<file path="src/rtl/alu_seq_pkg.sv">
// Shared encodings for the ALU command sequencer: command ops, external ALU ops,
// FSM states and the operand-to-ALU control mapping.
package alu_seq_pkg;

  localparam int unsigned W     = 16;
  localparam int unsigned CNT_W = 4;

  typedef enum logic [2:0] {
    CMD_AND = 3'd0,
    CMD_OR  = 3'd1,
    CMD_ADD = 3'd2,
    CMD_SUB = 3'd3,
    CMD_SLT = 3'd4,
    CMD_MUL = 3'd5
  } cmd_op_e;

  typedef enum logic [2:0] {
    ALU_AND = 3'b000,
    ALU_OR  = 3'b001,
    ALU_ADD = 3'b010,
    ALU_SLT = 3'b011
  } alu_op_e;

  typedef enum logic [1:0] {
    S_IDLE = 2'd0,
    S_EXEC = 2'd1,
    S_MUL  = 2'd2,
    S_DONE = 2'd3
  } state_e;

  typedef struct packed {
    alu_op_e op;
    logic    bneg;
  } alu_ctl_t;

  // Single-cycle command to ALU control; SUB and SLT both subtract via BNegate.
  function automatic alu_ctl_t ctl_for(input logic [2:0] op);
    alu_ctl_t c;
    c.op   = ALU_AND;
    c.bneg = 1'b0;
    case (op)
      CMD_OR:  c.op = ALU_OR;
      CMD_ADD: c.op = ALU_ADD;
      CMD_SUB: begin c.op = ALU_ADD; c.bneg = 1'b1; end
      CMD_SLT: begin c.op = ALU_SLT; c.bneg = 1'b1; end
      default: c.op = ALU_AND;
    endcase
    return c;
  endfunction

endpackage

</file>
<file path="src/rtl/alu_sequencer.sv">
// Command sequencer around an external 16-bit ALU: single-cycle logic/arith ops
// and a 16-step shift-and-add multiply, with a held response handshake.
module alu_sequencer #(
  parameter int unsigned W         = 16,
  parameter int unsigned MUL_STEPS = 16
) (
  input  logic         clk,
  input  logic         reset,
  input  logic         cmd_valid,
  output logic         cmd_ready,
  input  logic [2:0]   cmd_op,
  input  logic [W-1:0] cmd_a,
  input  logic [W-1:0] cmd_b,
  output logic [W-1:0] alu_a,
  output logic [W-1:0] alu_b,
  output logic         alu_bneg,
  output logic [2:0]   alu_op,
  input  logic [W-1:0] alu_result,
  input  logic         alu_zero,
  input  logic         alu_ovf,
  input  logic         alu_cout,
  output logic         rsp_valid,
  input  logic         rsp_ready,
  output logic [W-1:0] rsp_data,
  output logic         rsp_zero,
  output logic         rsp_ovf,
  output logic         rsp_cout,
  output logic         rsp_err
);
  import alu_seq_pkg::*;

  localparam logic [CNT_W-1:0] LAST_STEP = CNT_W'(MUL_STEPS - 1);

  state_e           state_q;
  logic             cmd_ready_q;
  logic             rsp_valid_q;
  logic [W-1:0]     rsp_data_q;
  logic             rsp_zero_q, rsp_ovf_q, rsp_cout_q, rsp_err_q;
  logic [W-1:0]     alu_a_q, alu_b_q;
  alu_op_e          alu_op_q;
  logic             alu_bneg_q;
  logic [W-1:0]     acc_q, m_q, q_q;
  logic [W-1:0]     acc_d, m_d, q_d;
  logic [CNT_W-1:0] cnt_q;
  logic             cout_q, ovf_q, cout_d, ovf_d;
  logic             add_step;
  alu_ctl_t         ctl;

  // One multiply step: conditional accumulate, shift, and sticky overflow tracking.
  always_comb begin
    add_step = q_q[0];
    acc_d    = add_step ? alu_result : acc_q;
    m_d      = m_q << 1;
    q_d      = q_q >> 1;
    cout_d   = cout_q | (add_step & alu_cout);
    // A bit leaving m matters only if a later multiplier bit would still use it.
    ovf_d    = ovf_q | (add_step & alu_cout) | (m_q[W-1] & (q_d != '0));
    ctl      = ctl_for(cmd_op);
  end

  always_ff @(posedge clk or posedge reset) begin
    if (reset) begin
      state_q     <= S_IDLE;
      cmd_ready_q <= 1'b1;
      rsp_valid_q <= 1'b0;
      rsp_data_q  <= '0;
      rsp_zero_q  <= 1'b0;
      rsp_ovf_q   <= 1'b0;
      rsp_cout_q  <= 1'b0;
      rsp_err_q   <= 1'b0;
      alu_a_q     <= '0;
      alu_b_q     <= '0;
      alu_op_q    <= ALU_AND;
      alu_bneg_q  <= 1'b0;
      acc_q       <= '0;
      m_q         <= '0;
      q_q         <= '0;
      cnt_q       <= '0;
      cout_q      <= 1'b0;
      ovf_q       <= 1'b0;
    end else begin
      case (state_q)
        S_IDLE: begin
          if (cmd_valid && cmd_ready_q) begin
            cmd_ready_q <= 1'b0;
            if (cmd_op == CMD_MUL) begin
              acc_q      <= '0;
              m_q        <= cmd_a;
              q_q        <= cmd_b;
              cnt_q      <= '0;
              cout_q     <= 1'b0;
              ovf_q      <= 1'b0;
              alu_a_q    <= '0;
              alu_b_q    <= cmd_a;
              alu_op_q   <= ALU_ADD;
              alu_bneg_q <= 1'b0;
              state_q    <= S_MUL;
            end else if (cmd_op > CMD_MUL) begin
              rsp_data_q  <= '0;
              rsp_zero_q  <= 1'b0;
              rsp_ovf_q   <= 1'b0;
              rsp_cout_q  <= 1'b0;
              rsp_err_q   <= 1'b1;
              rsp_valid_q <= 1'b1;
              state_q     <= S_DONE;
            end else begin
              alu_a_q    <= cmd_a;
              alu_b_q    <= cmd_b;
              alu_op_q   <= ctl.op;
              alu_bneg_q <= ctl.bneg;
              state_q    <= S_EXEC;
            end
          end
        end
        S_EXEC: begin
          rsp_data_q  <= alu_result;
          rsp_zero_q  <= alu_zero;
          rsp_ovf_q   <= alu_ovf;
          rsp_cout_q  <= alu_cout;
          rsp_err_q   <= 1'b0;
          rsp_valid_q <= 1'b1;
          alu_a_q     <= '0;
          alu_b_q     <= '0;
          alu_op_q    <= ALU_AND;
          alu_bneg_q  <= 1'b0;
          state_q     <= S_DONE;
        end
        S_MUL: begin
          acc_q  <= acc_d;
          m_q    <= m_d;
          q_q    <= q_d;
          cout_q <= cout_d;
          ovf_q  <= ovf_d;
          cnt_q  <= cnt_q + CNT_W'(1);
          if (cnt_q == LAST_STEP) begin
            rsp_data_q  <= acc_d;
            rsp_zero_q  <= (acc_d == '0);
            rsp_ovf_q   <= ovf_d;
            rsp_cout_q  <= cout_d;
            rsp_err_q   <= 1'b0;
            rsp_valid_q <= 1'b1;
            alu_a_q     <= '0;
            alu_b_q     <= '0;
            alu_op_q    <= ALU_AND;
            alu_bneg_q  <= 1'b0;
            state_q     <= S_DONE;
          end else begin
            alu_a_q <= acc_d;
            alu_b_q <= m_d;
          end
        end
        S_DONE: begin
          if (rsp_ready) begin
            rsp_valid_q <= 1'b0;
            cmd_ready_q <= 1'b1;
            state_q     <= S_IDLE;
          end
        end
        default: begin
          state_q     <= S_IDLE;
          cmd_ready_q <= 1'b1;
          rsp_valid_q <= 1'b0;
        end
      endcase
    end
  end

  assign cmd_ready = cmd_ready_q;
  assign rsp_valid = rsp_valid_q;
  assign rsp_data  = rsp_data_q;
  assign rsp_zero  = rsp_zero_q;
  assign rsp_ovf   = rsp_ovf_q;
  assign rsp_cout  = rsp_cout_q;
  assign rsp_err   = rsp_err_q;
  assign alu_a     = alu_a_q;
  assign alu_b     = alu_b_q;
  assign alu_op    = alu_op_q;
  assign alu_bneg  = alu_bneg_q;

endmodule
</file>
<file path="config.mk">
export PLATFORM = sky130hd
export DESIGN_NAME = alu_sequencer
export DESIGN_NICKNAME = d
export VERILOG_FILES = /design/src/rtl/alu_seq_pkg.sv /design/src/rtl/alu_sequencer.sv
export SDC_FILE = /design/constraint.sdc
export NUM_CORES = 1
export LEC_CHECK = 0
export CAP_MARGIN = 20
export CORE_MARGIN = 2
export CORE_UTILIZATION = 56
export CTS_CLUSTER_SIZE = 16
export DETAILED_ROUTE_END_ITERATION = 8
export GPL_TIMING_DRIVEN = 1
export PLACE_DENSITY = 0.86
export SETUP_SLACK_MARGIN = 0.5
export SYNTH_ARGS = -nofsm -noshare
export SYNTH_HDL_FRONTEND = slang
export SYNTH_SLANG_ARGS = --single-unit
</file>
<file path="constraint.sdc">
create_clock -name clk -period 6.8 [get_ports clk]
set_input_delay 1.36 -clock clk [delete_from_list [all_inputs] [get_ports clk]]
set_output_delay 1.36 -clock clk [all_outputs]
set_load 0.03 [all_outputs]
</file>
; ---- Yosys cells after proc, flatten, opt, wreduce, memory -nomap -nowiden
; Index checks and enable logic that the tools add are counted.
[totals]
regBits = 114
in_bits = 58
out_inout_bits = 58
elab_cells = 126
[classes]
n_addsub = 1
n_lt_le_gt_ge = 1
eq_ne = 16
n_mux = 69
n_bitwise = 5
n_reduce_logical = 16
[op_table]
columns = operator, n
row1 = 16-bit 2-to-1 mux, 19
row2 = 16-bit one-hot mux with 3 select lines, 3
row3 = 16-bit one-hot mux with 2 select lines, 3
row4 = 1-bit 2-to-1 mux, 20
row5 = 16-bit zero test, 1
row6 = 16-bit nonzero test, 1
row7 = 1-bit one-hot mux with 3 select lines, 5
row8 = 3-bit 2-to-1 mux, 4
row9 = 2-bit != test (second input constant), 6
row10 = 3-bit AND reduction, 4
row11 = 2-bit 2-to-1 mux, 5
row12 = 5-bit AND reduction, 2
row13 = 3-bit one-hot mux with 3 select lines, 1
row14 = 4-bit 2-to-1 mux, 2
row15 = 2-bit one-hot mux with 4 select lines, 1
row16 = 4-bit one-hot mux with 2 select lines, 1
row17 = 3-bit by 2-bit equality test with 1-bit output (second input constant), 2
row18 = 3-bit equality test (second input constant), 2
row19 = 1-bit one-hot mux with 2 select lines, 3
row20 = 2-bit one-hot mux with 3 select lines, 1
row21 = 4-bit by 1-bit adder with 4-bit output (second input constant), 1
row22 = 2-bit equality test (second input constant), 2
row23 = 4-bit equality test (second input constant), 1
row24 = 1-bit one-hot mux with 4 select lines, 1
row25 = 12 further kinds, 17

; ---- Depth between registers and ports, before layout
; Gate-level depths: netlist of the first run.
[depth]
ltp_word = 7
depth_mapped = 9
depth_no_buf = 6

; ---- Worst setup path before layout of the first run
; No wires, ideal clock.
[synth_timing]
path_type = input to register
from = input cmd_op[1]
to = register rsp_data_q[15], in the netlist rsp_data[15]
setup_ps = 125
arrival_time_ps = 2456
t_required_ps = 6675
slack_ps = 4219
path_stages = 6
n_path_buf = 2
path_cell_list = nand3b_1 buf_6 nand3_1 a21oi_1 buf_4 mux2_2
[synth_via]
elab_chain_len = 3
elab_cells_between_ends = 5
classes_between = 1 x order compare / 3 x eq/ne / 1 x reduce/logical
[synth_lines]
columns = element, line
row1 = from (decl), alu_sequencer.sv:11  ; input logic [2:0] cmd_op,
row2 = 3-bit greater-than comparator or 3-bit equality test (tied branches), "alu_sequencer.sv:98, alu_sequencer.sv:86"
row3 = 2-bit != test (no line), n/a
row4 = 5-bit AND reduction (no line) (*), n/a
row5 = to (signal assigned), alu_sequencer.sv:116  ; rsp_data_q <= alu_result;
row6 = to (decl), alu_sequencer.sv:37  ; logic [W-1:0] rsp_data_q;
; Every way passes the cells marked *; elsewhere a longest branch is shown, timed or not.
; A chain may end at the register's enable or synchronous reset.

; ---- Final worst setup path of the first run
; Ends and elaborated chain as after synthesis.

==> impl_metrics.toml, run 1 <==
[status]
outcome = "finished, final reports clean"

[grt]
grt_first_pass_wirelength_um = 25980
antenna_found_initial = 0
grt_util_all_layers_pct = 29.68
grt_overflow = 0
grt_pass1_vias = 5137
grt_max_degree = 79

[pwr]
netSwitchingFraction_pct = 42.41
p_per_area_nw_per_um2 = 531.1
finalPower_mw = 4.005
vdd_drop_max_v = 0.0003576
p_sw_mw = 1.698
p_clk_share_pct = 21.4
p_int_mw = 2.306
seqPwrFrac_pct = 28.0
p_leak_nw = 3.251
combPwrFrac_pct = 50.7

[setup_path]
rr_worst_depth = 7
r2r_start = "state_q[0]$_DFFE_PP0P_"
cp_data_arrival_time_ns = 3.95
crit_fanout = 20
critPathRequiredTime_ns = 7.20
critPathKind = "in2reg"
cp-start-kind = "input pin"
r2r_end = "m_q[4]$_DFFE_PP0P_"
ff2ff_setup_slack_ns = 3.91
end_kind = "register"
crit_start = "cmd_op[1]"

[floorplanning]
fp.dieW_um = 106.1
core_area_sq_um = 10230
placementRows = 37
io_pins = 116
initial_utilization_pct = 57.10
die_h_um = 106.1
fp.dieArea_sq_um = 11260

[finish]
area_delta_synth_final_pct = 29.09
layout_common_cells = "clkdlybuf4s50_1, dfrtp_1, nand2_1, o21ai_0, mux2i_1"
diodes = 0
fill_cells = 696
fin_util_pct = 73.71
layout.cells.most_common = "clkdlybuf4s50_1"
layout.nets = 737
layout-drive-gt1-share_pct = 10.67

[placement]
io_buffer_count = 114
dp_hpwl_um = 10420
place_congestion = 0.9119

[detailed_routing]
met3_length_um = 1018
route.vias.total = 5020
wl_met2_um = 7893
wire_per_inst_um = 19.49
postRouteAntennaNets = 0
maxUsedRoutingLayer = "met4"
dr.pass1.iters = 5
routed_wl_um = 15990
first_iter_violations = 463
wl_met1_um = 6540
drc_errors = 0
viasPerCell = 6.122

[sta]
finalHoldViolCount = 0
fin_worst_skew_ns = 0.006193
final.setup.tns_ns = 0
worstMarginPinSlew_ns = 1.136
fin_crit_ns = 3.545
rsz0062_at_grt = "no"
max-slew-margin-rel_pct = 23.93
setup_viol = 0
slew_violations = 0
post-route-period-util_pct = 52.13
clock.fmax_mhz = 282.1

[yosys]
yosysTopAreaCell = "dfrtp_1"
ys_ff_latch = 113
synth_nets = 641
yosys_most_used_dff = "dfrtp_1"
syn_area_sq_um = 5842
syn-instance-count = 575
netlist_top_cells_area = "dfrtp_1, mux2_2, mux2i_1"
async_reset_ff_share_pct = 100.0
syn_area_per_cell_sq_um = 10.16
synth.yosys.seq_area_share_pct = 48.43
ys_warn_count = 0
synth_edf_count = 0
synth_top_area_share_pct = 47.98
synth.distinct_cells = 50

[job]
drv_cap = 0

[clock_network]
cts_sinks = 113
clk_latency_ns = 0.52
cts_tree = "done"
ctsHtreeMaxLevel = 4
cts_root_buf = "clkbuf_8"
clk_pin_slew_ns = 0.05
cts_max_path_buffers = 2
numCtsBuffers = 17
cts_hold_buf = 0
cts_setup_buffers = 0
cts_resized = 0

[worst_hold_path]
holdPathStages = 1
hold_path_class = "reg2reg"
hp-start = "alu_b[7]$_DFFE_PP0P_"
hold_path_end = "alu_b[7]$_DFFE_PP0P_"
how the worst max path moves through the flow:
| stage | to | slack, ns | cells past startpoint |
|---|---|---|---|
| global route | rsp_data[12]$_DFFE_PP0P_ | 3.11 | 6 |
| finish | rsp_data[15]$_DFFE_PP0P_ | 3.26 | 6 |
| global placement | rsp_data[2]$_DFFE_PP0P_ | 2.85 | 6 |
| floorplan | acc_q[0]$_DFFE_PP0P_ | 2.45 | 1 |
| CTS | rsp_data[15]$_DFFE_PP0P_ | 3.31 | 6 |
| detailed placement | rsp_data[7]$_DFFE_PP0P_ | 2.76 | 6 |
logic make-up (layout without fill, tap and decap cells):
kind of cell    count (synthesis)  in the layout  synth area share (%)
other cells                     1              1               0.06419
mux                            66             66                 12.04
fa+ha+maj                       8              8                 1.713
flops                         113            113                 48.43
buf+inv                        70            179                 5.847
xor+xnor                        1              1                0.1500
compound gates                161            161                 19.70
simple gates                  155            155                 12.06
final cells by class:
type	instances	area [sq um]	share of cell area, %
Multi-Input combinational cell	392	2685	35.61
Sequential cell	113	2829	37.51
Tap cell	136	170.2	2.257
Clock buffer	27	491.7	6.521
Clock inverter	5	75.07	0.9955
Inverter	27	103.9	1.377
Timing Repair Buffer	120	1186	15.73
sequential cells by signal (all words and copies together) (netlist names), 2 cells and up:
name      count
m_q          16
cnt_q         4
state_q       2
alu_a        16
rsp_data     16
alu_b        16
acc_q        16
alu_op        2
q_q          16
per-stage QoR:
step	std cells	hold slack (ns)	setup WS, ns	cell area [sq um]
floorplan	575	0.4605	2.454	5842
global placement	788	0.4707	2.847	6974
detailed placement	788	0.4787	2.764	6974
CTS	820	0.4905	3.309	7541
global route	820	0.5093	3.113	7541
finish	820	0.4859	3.255	7541
power groups by stage:
stage | Sequential, mW | Combinational (mW) | Clock (mW)
after detailed placement | 1.12 | 1.99 | 0
after global placement | 1.10 | 1.94 | 0
after floorplan | 1.32 | 1.22 | 0
after global routing | 1.15 | 2.19 | 0.890
final | 1.12 | 2.03 | 0.855
after CTS | 1.12 | 2.02 | 0.860
critical path: stages:
cell and delay (ns):
clkdlybuf4s50_1 0.60, nand3b_1 0.15, buf_4 0.34, nand3_1 0.19, a21oi_2 0.86, mux2_2 0.43
layer usage:
layer  track usage [%]  vias to the layer above
met5                 0                        -
met4             13.82                        0
met3             6.376                       46
met2             47.85                      250
met1             38.39                     2458
li1                  -                     2266
cell usage after synthesis (all sizes together) (15+ instances only):
cell,instances
a21boi,16
o21ai,39
buf,26
clkbuf,17
mux2,34
o21a,15
a21oi,31
inv,27
o221ai,17
nor3,17
nor2,27
nand2,78
dfrtp,112
a221o,16
mux2i,32
No activity file was read; power rests on OpenSTA's default activity.
==> run 2: changes to the inputs <==
--- a/config.mk
+++ b/config.mk
@@ -7,11 +7,11 @@
 export LEC_CHECK = 0
 export CAP_MARGIN = 20
 export CORE_MARGIN = 2
-export CORE_UTILIZATION = 56
+export CORE_UTILIZATION = 52
 export CTS_CLUSTER_SIZE = 16
 export DETAILED_ROUTE_END_ITERATION = 8
 export GPL_TIMING_DRIVEN = 1
-export PLACE_DENSITY = 0.86
+export PLACE_DENSITY = 0.8
 export SETUP_SLACK_MARGIN = 0.5
 export SYNTH_ARGS = -nofsm -noshare
 export SYNTH_HDL_FRONTEND = slang
==> constraint.sdc (replaced) <==
create_clock -name clk -period 3.61 [get_ports clk]
set_input_delay 0.722 -clock clk [delete_from_list [all_inputs] [get_ports clk]]
set_output_delay 0.722 -clock clk [all_outputs]
set_load 0.03 [all_outputs]
==> run 2 against run 1 <==
Compared with the run above:
- register-to-register slack worse by 2.8 ns
- hold slack got worse by 0.0012 ns
- sequential power increased by 88%
- non-clock buffer count rose by 6
- flip-flop and latch count unchanged
- via count is 0.62% lower
- global-route usage shrank 1.8 points
- critical path depth rose by 1
- highest routed layer unchanged
- clock skew is 0.0015 ns higher
==> impl_metrics.toml, run 2 (synthesis results as in run 1) <==
[sta]
max-slew-margin-rel_pct = 38.46
rsz0062_at_grt = "no"
finalHoldViolCount = 0
final.setup.tns_ns = 0
slew_violations = 0
clock.fmax_mhz = 395.2
worstMarginPinSlew_ns = 0.9231
setup_viol = 0
fin_worst_skew_ns = 0.007739
post-route-period-util_pct = 70.09
fin_crit_ns = 2.530

[grt]
grt_overflow = 0
grt_util_all_layers_pct = 27.87
grt_max_degree = 98
grt_first_pass_wirelength_um = 25320
antenna_found_initial = 0
grt_pass1_vias = 4936

[status]
outcome = "finished, final reports clean"

[setup_path]
critPathKind = "reg2reg"
ff2ff_setup_slack_ns = 1.08
crit_fanout = 97
cp-start-kind = "register"
end_kind = "register"
cp_data_arrival_time_ns = 2.99
critPathRequiredTime_ns = 4.07

[placement]
placed_cell_area_sq_um = 7051
io_buffer_count = 114
place_congestion = 0.8283
dp_hpwl_um = 10670

[floorplanning]
initial_utilization_pct = 53.65
placementRows = 38
fp.dieArea_sq_um = 12100
die_h_um = 110.0
fp.dieW_um = 110.0
io_pins = 116
core_area_sq_um = 10890

[clock_network]
cts_max_path_buffers = 2
clk_pin_slew_ns = 0.06
ctsHtreeMaxLevel = 4
cts_root_buf = "clkbuf_8"
cts_tree = "done"
cts_setup_buffers = 0
clk_latency_ns = 0.54
numCtsBuffers = 17
cts_resized = 0
cts_sinks = 113
cts_hold_buf = 0

[detailed_routing]
drc_errors = 0
dr.pass1.iters = 5
route.vias.total = 4989
wire_per_inst_um = 18.91
viasPerCell = 6.011
first_iter_violations = 392
postRouteAntennaNets = 0
routed_wl_um = 15690

[finish]
layout.nets = 743
fill_cells = 821
layout.cells.most_common = "clkdlybuf4s50_1"
area_delta_synth_final_pct = 30.91
fin_area_sq_um = 7647
diodes = 0
layout_common_cells = "clkdlybuf4s50_1, dfrtp_1, nand2_1, o21ai_0, mux2i_1"
layout-drive-gt1-share_pct = 12.17
seq_area_sq_um = 2829
multi_input_area_sq_um = 2685

[job]
drv_cap = 0

[pwr]
vdd_drop_max_v = 0.0006931
p_leak_nw = 3.290
p_per_area_nw_per_um2 = 1004

[worst_hold_path]
hold_path_class = "reg2reg"
run 2: metal layers:
metal	share of wire, %	routed length, um	vias up	GRT usage, %
met5	0	0	-	0
met4	2.7	422	0	12.48
met3	6.5	1023	32	6.173
met2	49	7746	214	44.70
met1	41	6500	2463	36.25
li1	-	-	2280	-
run 2: final timing paths:
check | start | endpoint | depth (start not counted)
setup / recovery | state_q[0]$_DFFE_PP0P_ | cnt_q[3]$_DFFE_PP0P_ | 7
hold / removal | alu_b[7]$_DFFE_PP0P_ | alu_b[7]$_DFFE_PP0P_ | 1
setup reg to reg | state_q[0]$_DFFE_PP0P_ | cnt_q[3]$_DFFE_PP0P_ | 7
hold reg to reg | alu_b[7]$_DFFE_PP0P_ | alu_b[7]$_DFFE_PP0P_ | 1
max in group asynchronous | reset | m_q[6]$_DFFE_PP0P_ | 3
min in group asynchronous | reset | alu_b[15]$_DFFE_PP0P_ | 2
run 2: layout make-up:
class,instances,area share (%)
flip-flops and latches,113,36.99
multi-input cells,392,35.11
repair buffers,126,16.43
clock buffers,18,5.465
clock inverters,14,2.340
well taps,140,2.291
inverters,27,1.374
run 2: worst max-delay path: stages, from the launching register on:
cell and delay [ns]:
dfrtp_1 0.41, inv_1 0.14, ha_2 0.50, buf_4 0.45, a22oi_4 0.14, buf_12 0.24
or3_1 0.39, a21oi_1 0.16
run 2: per-stage QoR:
| step | hold slack (ns) | utilization (%) | std cells | worst slack [ns] | power (mW) |
|---|---|---|---|---|---|
| 2_1_floorplan | 0.4605 | - | 575 | 1.517 | 4.786 |
| 3_5_place_dp | 0.4795 | 64.76 | 798 | 0.8702 | 5.949 |
| 6_report | 0.4847 | 70.24 | 830 | 1.080 | 7.677 |
| 5_1_grt | 0.5065 | 70.24 | 830 | 0.8878 | 8.147 |
| 3_3_place_gp | 0.4670 | 64.76 | 798 | 0.9692 | 5.826 |
| 4_1_cts | 0.4922 | 70.24 | 830 | 1.074 | 7.693 |
run 2: power by group:
| group | switching, mW | leakage (nW) | internal, mW | total, mW |
|---|---|---|---|---|
| clock | 0.631 | 0.283 | 1.06 | 1.69 |
| combinational | 2.27 | 1.55 | 1.61 | 3.88 |
| sequential | 0.354 | 1.46 | 1.75 | 2.10 |
==> run 3: changes to the inputs <==
==> constraint.sdc (replaced) <==
create_clock -name clk -period 2.5 [get_ports clk]
set_input_delay 0.5 -clock clk [delete_from_list [all_inputs] [get_ports clk]]
set_output_delay 0.5 -clock clk [all_outputs]
set_load 0.03 [all_outputs]
==> run 3 against run 2 <==
Compared with the run above:
- core utilization grew 2.3 points
- critical path type unchanged
- design area increased by 3.2%
- hold slack got worse by 0.12 ns
- final cell count up 2.2%
- combinational power up 56%
- sequential power grew 45%
- clock skew down 0.00071 ns
- setup slack worse by 0.56 ns
- die area is the same
- highest routed layer unchanged
- flip-flop and latch count unchanged
==> impl_metrics.toml, run 3 (synthesis results as in run 1) <==
[finish]
fill_cells = 767
layout_common_cells = "dfrtp_1, nand2_1, clkdlybuf4s50_1, dlygate4sd2_1, o21ai_0"
layout.cells.most_common = "dfrtp_1"
layout-drive-gt1-share_pct = 15.82
layout.nets = 761
area_delta_synth_final_pct = 35.13
seq_area_sq_um = 2831
diodes = 0
multi_input_area_sq_um = 2766
fin_util_pct = 72.50

[setup_path]
end_kind = "register"
max_stage_delay_ns = 0.41
path_buf_inv = 2
critPathKind = "reg2reg"
critPathRequiredTime_ns = 2.90
critPathSlowestCell = "dfrtp_1"
cp-start-kind = "register"
crit_family = "flip-flops"
crit_chain = "inv_2 > ha_4 > and3_4 > nand3_4 > a21oi_4 > clkbuf_16 > mux2_2"
crit_fanout = 5
cp_data_arrival_time_ns = 2.38

[clock_network]
ctsHtreeMaxLevel = 4
clk_pin_slew_ns = 0.06
cts_sinks = 113
cts_root_buf = "clkbuf_8"
cts_tree = "done"
cts_hold_buf = 0
numCtsBuffers = 17
clk_latency_ns = 0.52
cts_max_path_buffers = 2

[sta]
clock.fmax_mhz = 504.5
rsz0062_at_grt = "yes"
post-route-period-util_pct = 79.29
max-slew-margin-rel_pct = 55.60
slew_violations = 0
hold_slack_ns = 0.3613
fin_crit_ns = 1.982
setup_viol = 0
fin_worst_skew_ns = 0.007029
final.setup.tns_ns = 0
finalHoldViolCount = 0
worstMarginPinSlew_ns = 0.6661

[detailed_routing]
routed_wl_um = 16750
first_iter_violations = 480
route.vias.total = 5118
viasPerCell = 6.035
drc_errors = 0
wire_per_inst_um = 19.75
postRouteAntennaNets = 0
dr.pass1.iters = 5

[placement]
io_buffer_count = 114
dp_hpwl_um = 11030
place_congestion = 0.8913

[worst_hold_path]
hold_path_class = "in2async"

[grt]
grt_overflow = 0
grt_first_pass_wirelength_um = 26120
grt_max_degree = 55
grt_util_all_layers_pct = 28.49
grt_pass1_vias = 5016
antenna_found_initial = 0

[floorplanning]
fp.dieArea_sq_um = 12100
initial_utilization_pct = 53.65
fp.dieW_um = 110.0
placementRows = 38
core_area_sq_um = 10890
io_pins = 116
die_h_um = 110.0

[pwr]
p_leak_nw = 3.577
p_per_area_nw_per_um2 = 1472
vdd_drop_max_v = 0.0009957

[job]
drv_cap = 0

[status]
outcome = "finished, final reports clean"
[run 3: worst reg2reg max path, delay by kind of cell (launching register included)]
kind / cells / cell delay (ns)
fa+ha+maj: 1 / 0.18
buf+inv: 2 / 0.35
mux: 1 / 0.33
simple gates: 2 / 0.32
flops: 1 / 0.41
compound gates: 1 / 0.29
[run 3: layout make-up]
| class | instances | share of cell area (%) |
|---|---|---|
| Clock buffer | 20 | 5.643 |
| Clock inverter | 12 | 2.061 |
| Inverter | 27 | 1.363 |
| Multi-Input combinational cell | 392 | 35.05 |
| Sequential cell | 113 | 35.87 |
| Tap cell | 140 | 2.219 |
| Timing Repair Buffer | 144 | 17.80 |
[run 3: worst paths after layout]
check	startpoint	to	slack (ns)	depth (start not counted)
hold / removal	reset	alu_b[14]$_DFFE_PP0P_	0.36	2
setup / recovery	state_q[0]$_DFFE_PP0P_	rsp_data[1]$_DFFE_PP0P_	0.52	7
max in group asynchronous	reset	m_q[7]$_DFFE_PP0P_	1.49	3
setup reg to reg	state_q[0]$_DFFE_PP0P_	rsp_data[1]$_DFFE_PP0P_	0.52	7
min in group clk	alu_bneg$_DFFE_PP0P_	alu_bneg$_DFFE_PP0P_	0.48	1
hold reg to reg	alu_bneg$_DFFE_PP0P_	alu_bneg$_DFFE_PP0P_	0.48	1
[run 3: through the flow]
stage | setup slack, ns | power [mW] | instance area, sq um | instances
final | 0.5177 | 11.62 | 7894 | 848
after global routing | 0.4776 | 12.25 | 7894 | 848
after CTS | 0.4701 | 11.15 | 7712 | 837
after detailed placement | 0.1397 | 8.755 | 7146 | 804
after global placement | 0.2180 | 8.566 | 7146 | 804
after floorplan | 0.5969 | 6.911 | 5846 | 575
[run 3: what timing repair did]
action / in CTS / in global routing
buffers inserted: 1 / 9
cloned: 0 / 2
setup endpoints to repair: 115 / 41
gates resized for setup: 63 / 18
pin swaps: 1 / 3
[run 3: metal layers]
metal / wire (um) / vias up / track usage (%)
li1: - / 2327 / -
met1: 6858 / 2493 / 37.63
met2: 8316 / 257 / 46.49
met3: 1110 / 41 / 5.056
met4: 459 / 0 / 11.75
met5: 0 / - / 0
[run 3: where the power goes]
group,internal (mW),leakage (nW),switching [mW]
clock network,1.66,0.304,0.843
logic,2.54,1.82,3.53
registers,2.53,1.45,0.520
==> edit (settings of run 2) <==
`W` is set to 16 in 2 places; all go to 24.
--- a/src/rtl/alu_seq_pkg.sv
+++ b/src/rtl/alu_seq_pkg.sv
@@ -3,5 +3,5 @@
 package alu_seq_pkg;
 
-  localparam int unsigned W     = 16;
+  localparam int unsigned W     = 24;
   localparam int unsigned CNT_W = 4;
 
--- a/src/rtl/alu_sequencer.sv
+++ b/src/rtl/alu_sequencer.sv
@@ -2,5 +2,5 @@
 // and a 16-step shift-and-add multiply, with a held response handshake.
 module alu_sequencer #(
-  parameter int unsigned W         = 16,
+  parameter int unsigned W         = 24,
   parameter int unsigned MUL_STEPS = 16
 ) (
Interface: changed (6 resized); port bits go from 116 to 164. No check against the original RTL was run, so the function may have changed too.
==> edit against run 2 <==
Power grew 37%. Largest cell class unchanged. Wire length grew 48%. Sequential cell count grew 48. Highest routed layer unchanged. Largest power group unchanged. Cell area grew 35%. Synthesized area grew 36%. Setup slack lost 0.060 ns. Combinational power grew 42%. Utilization shrank 1.6 points.
==> edit: results (changes against run 2) <==
[drt]
m1WireLength_um = 10030  ; +54%
drtIter0Drc = 773  ; +97%
avgRoutedWirePerCell_um = 18.88  ; -0.16%
dr_total_vias = 7181  ; +44%
drt_pass1_iterations = 6  ; +1
met2_length_um = 10920  ; +41%
wl_met3_um = 1838  ; +80%

[layout]
nets = 1121  ; +51%
nFillCells = 1213  ; +48%
multi_input_gates = 664  ; +69%
bufAreaShareNonClock = 0.1744  ; +0.01015
drive_gt1_frac = 0.07567  ; -0.04607
clkCellAreaFrac = 0.05846  ; -0.01958
diodes = 0  ; unchanged
final-seq-area_mm2 = 0.004030  ; +42%
inverters = 9  ; -67%
multi_input_area_share = 0.3517  ; +0.0006190
signal_buffers = 180  ; +43%
nClkBuffers = 25  ; +7

[synthesis]
seq_area_frac_synth = 0.5055  ; +0.02123
synthAdderAreaFrac = 0.009416  ; -0.007718
synthMuxAreaShare = 0.09557  ; -0.02479
synthesis.nets = 983  ; +53%
synth_compound_area_frac = 0.1896  ; -0.007465
synthXorXnorAreaFrac = 0.001099  ; -0.0004007
synth_common_cells = nand2_1, dfrtp_1, a21oi_1, nor2_1, o21ai_0
synth.area.top_cells = dfrtp_1, a21oi_1, nand2_1

[power]
peakVddDrop_v = 0.0008059  ; +16%
p_leak_nw = 4.571  ; +39%
p_sw_frac = 0.4450  ; +0.02071

[global_route]
grt_max_degree = 94  ; -4.1%
grt_pass1_wl_um = 36960  ; +46%
use_met1 = 0.4110  ; +0.04848
met3_usage = 0.06344  ; +0.001711
grt_usage = 0.2930  ; +0.01429
use_met2 = 0.4583  ; +0.01134
grt_pass1_vias = 6912  ; +40%

[critical_path]
critPathSlowestCell = ha_1
crit_arrival_ns = 2.88  ; -0.11 ns
r2r_slack_ns = 1.02  ; -0.06 ns
r2r_cells = 8  ; +1
r2r_end = cnt_q[2]
cpPeakStageDelay_ns = 0.50  ; about the same
crit_fanout = 51  ; -47%

[hold_path]
worst_hold_startpoint = rsp_data[16]
min_to = rsp_data[16]

[cts]
root_buffer = clkbuf_16
insertion_delay_ns = 0.43  ; -0.11 ns
clock_sinks = 161  ; +42%

[outcome]
status = finished, final reports clean

[placed_design]
place_hpwl_um = 16060  ; +51%
port_buffers = 162  ; +42%
place.gp.congestion = 0.9137  ; +10%

[sta]
clock_skew_ns = 0.006223  ; -0.001516 ns
tightest_slew_ns = 1.078  ; +0.1544 ns

==> edit: power by group through the flow <==
stage | logic (W) | clock network [W] | registers (W)
finish | 0.00550 | 0.00187 | 0.00316
global route | 0.00602 | 0.00195 | 0.00325
CTS | 0.00549 | 0.00188 | 0.00315
detailed placement | 0.00546 | 0 | 0.00315
global placement | 0.00529 | 0 | 0.00315
floorplan | 0.00306 | 0 | 0.00378
==> edit: per-stage QoR <==
stage	worst slack, ns	std cells	hold WS (ns)	util	area [um2]
after CTS	1.049	1232	0.4796	0.6865	10360
after global placement	0.7057	1202	0.4602	0.6464	9753
final	1.020	1232	0.4776	0.6865	10360
after global routing	0.8282	1232	0.4910	0.6865	10360
after detailed placement	0.6284	1202	0.4660	0.6464	9753
after floorplan	0.8460	895	0.4436	-	7976
==> edit: critical path, delay by kind of cell, from the launching register on <==
kind | cells | cell delay, ns
flops | 1 | 0.41
simple gates | 2 | 0.68
fa+ha+maj | 1 | 0.50
compound gates | 3 | 0.41
buf+inv | 2 | 0.45
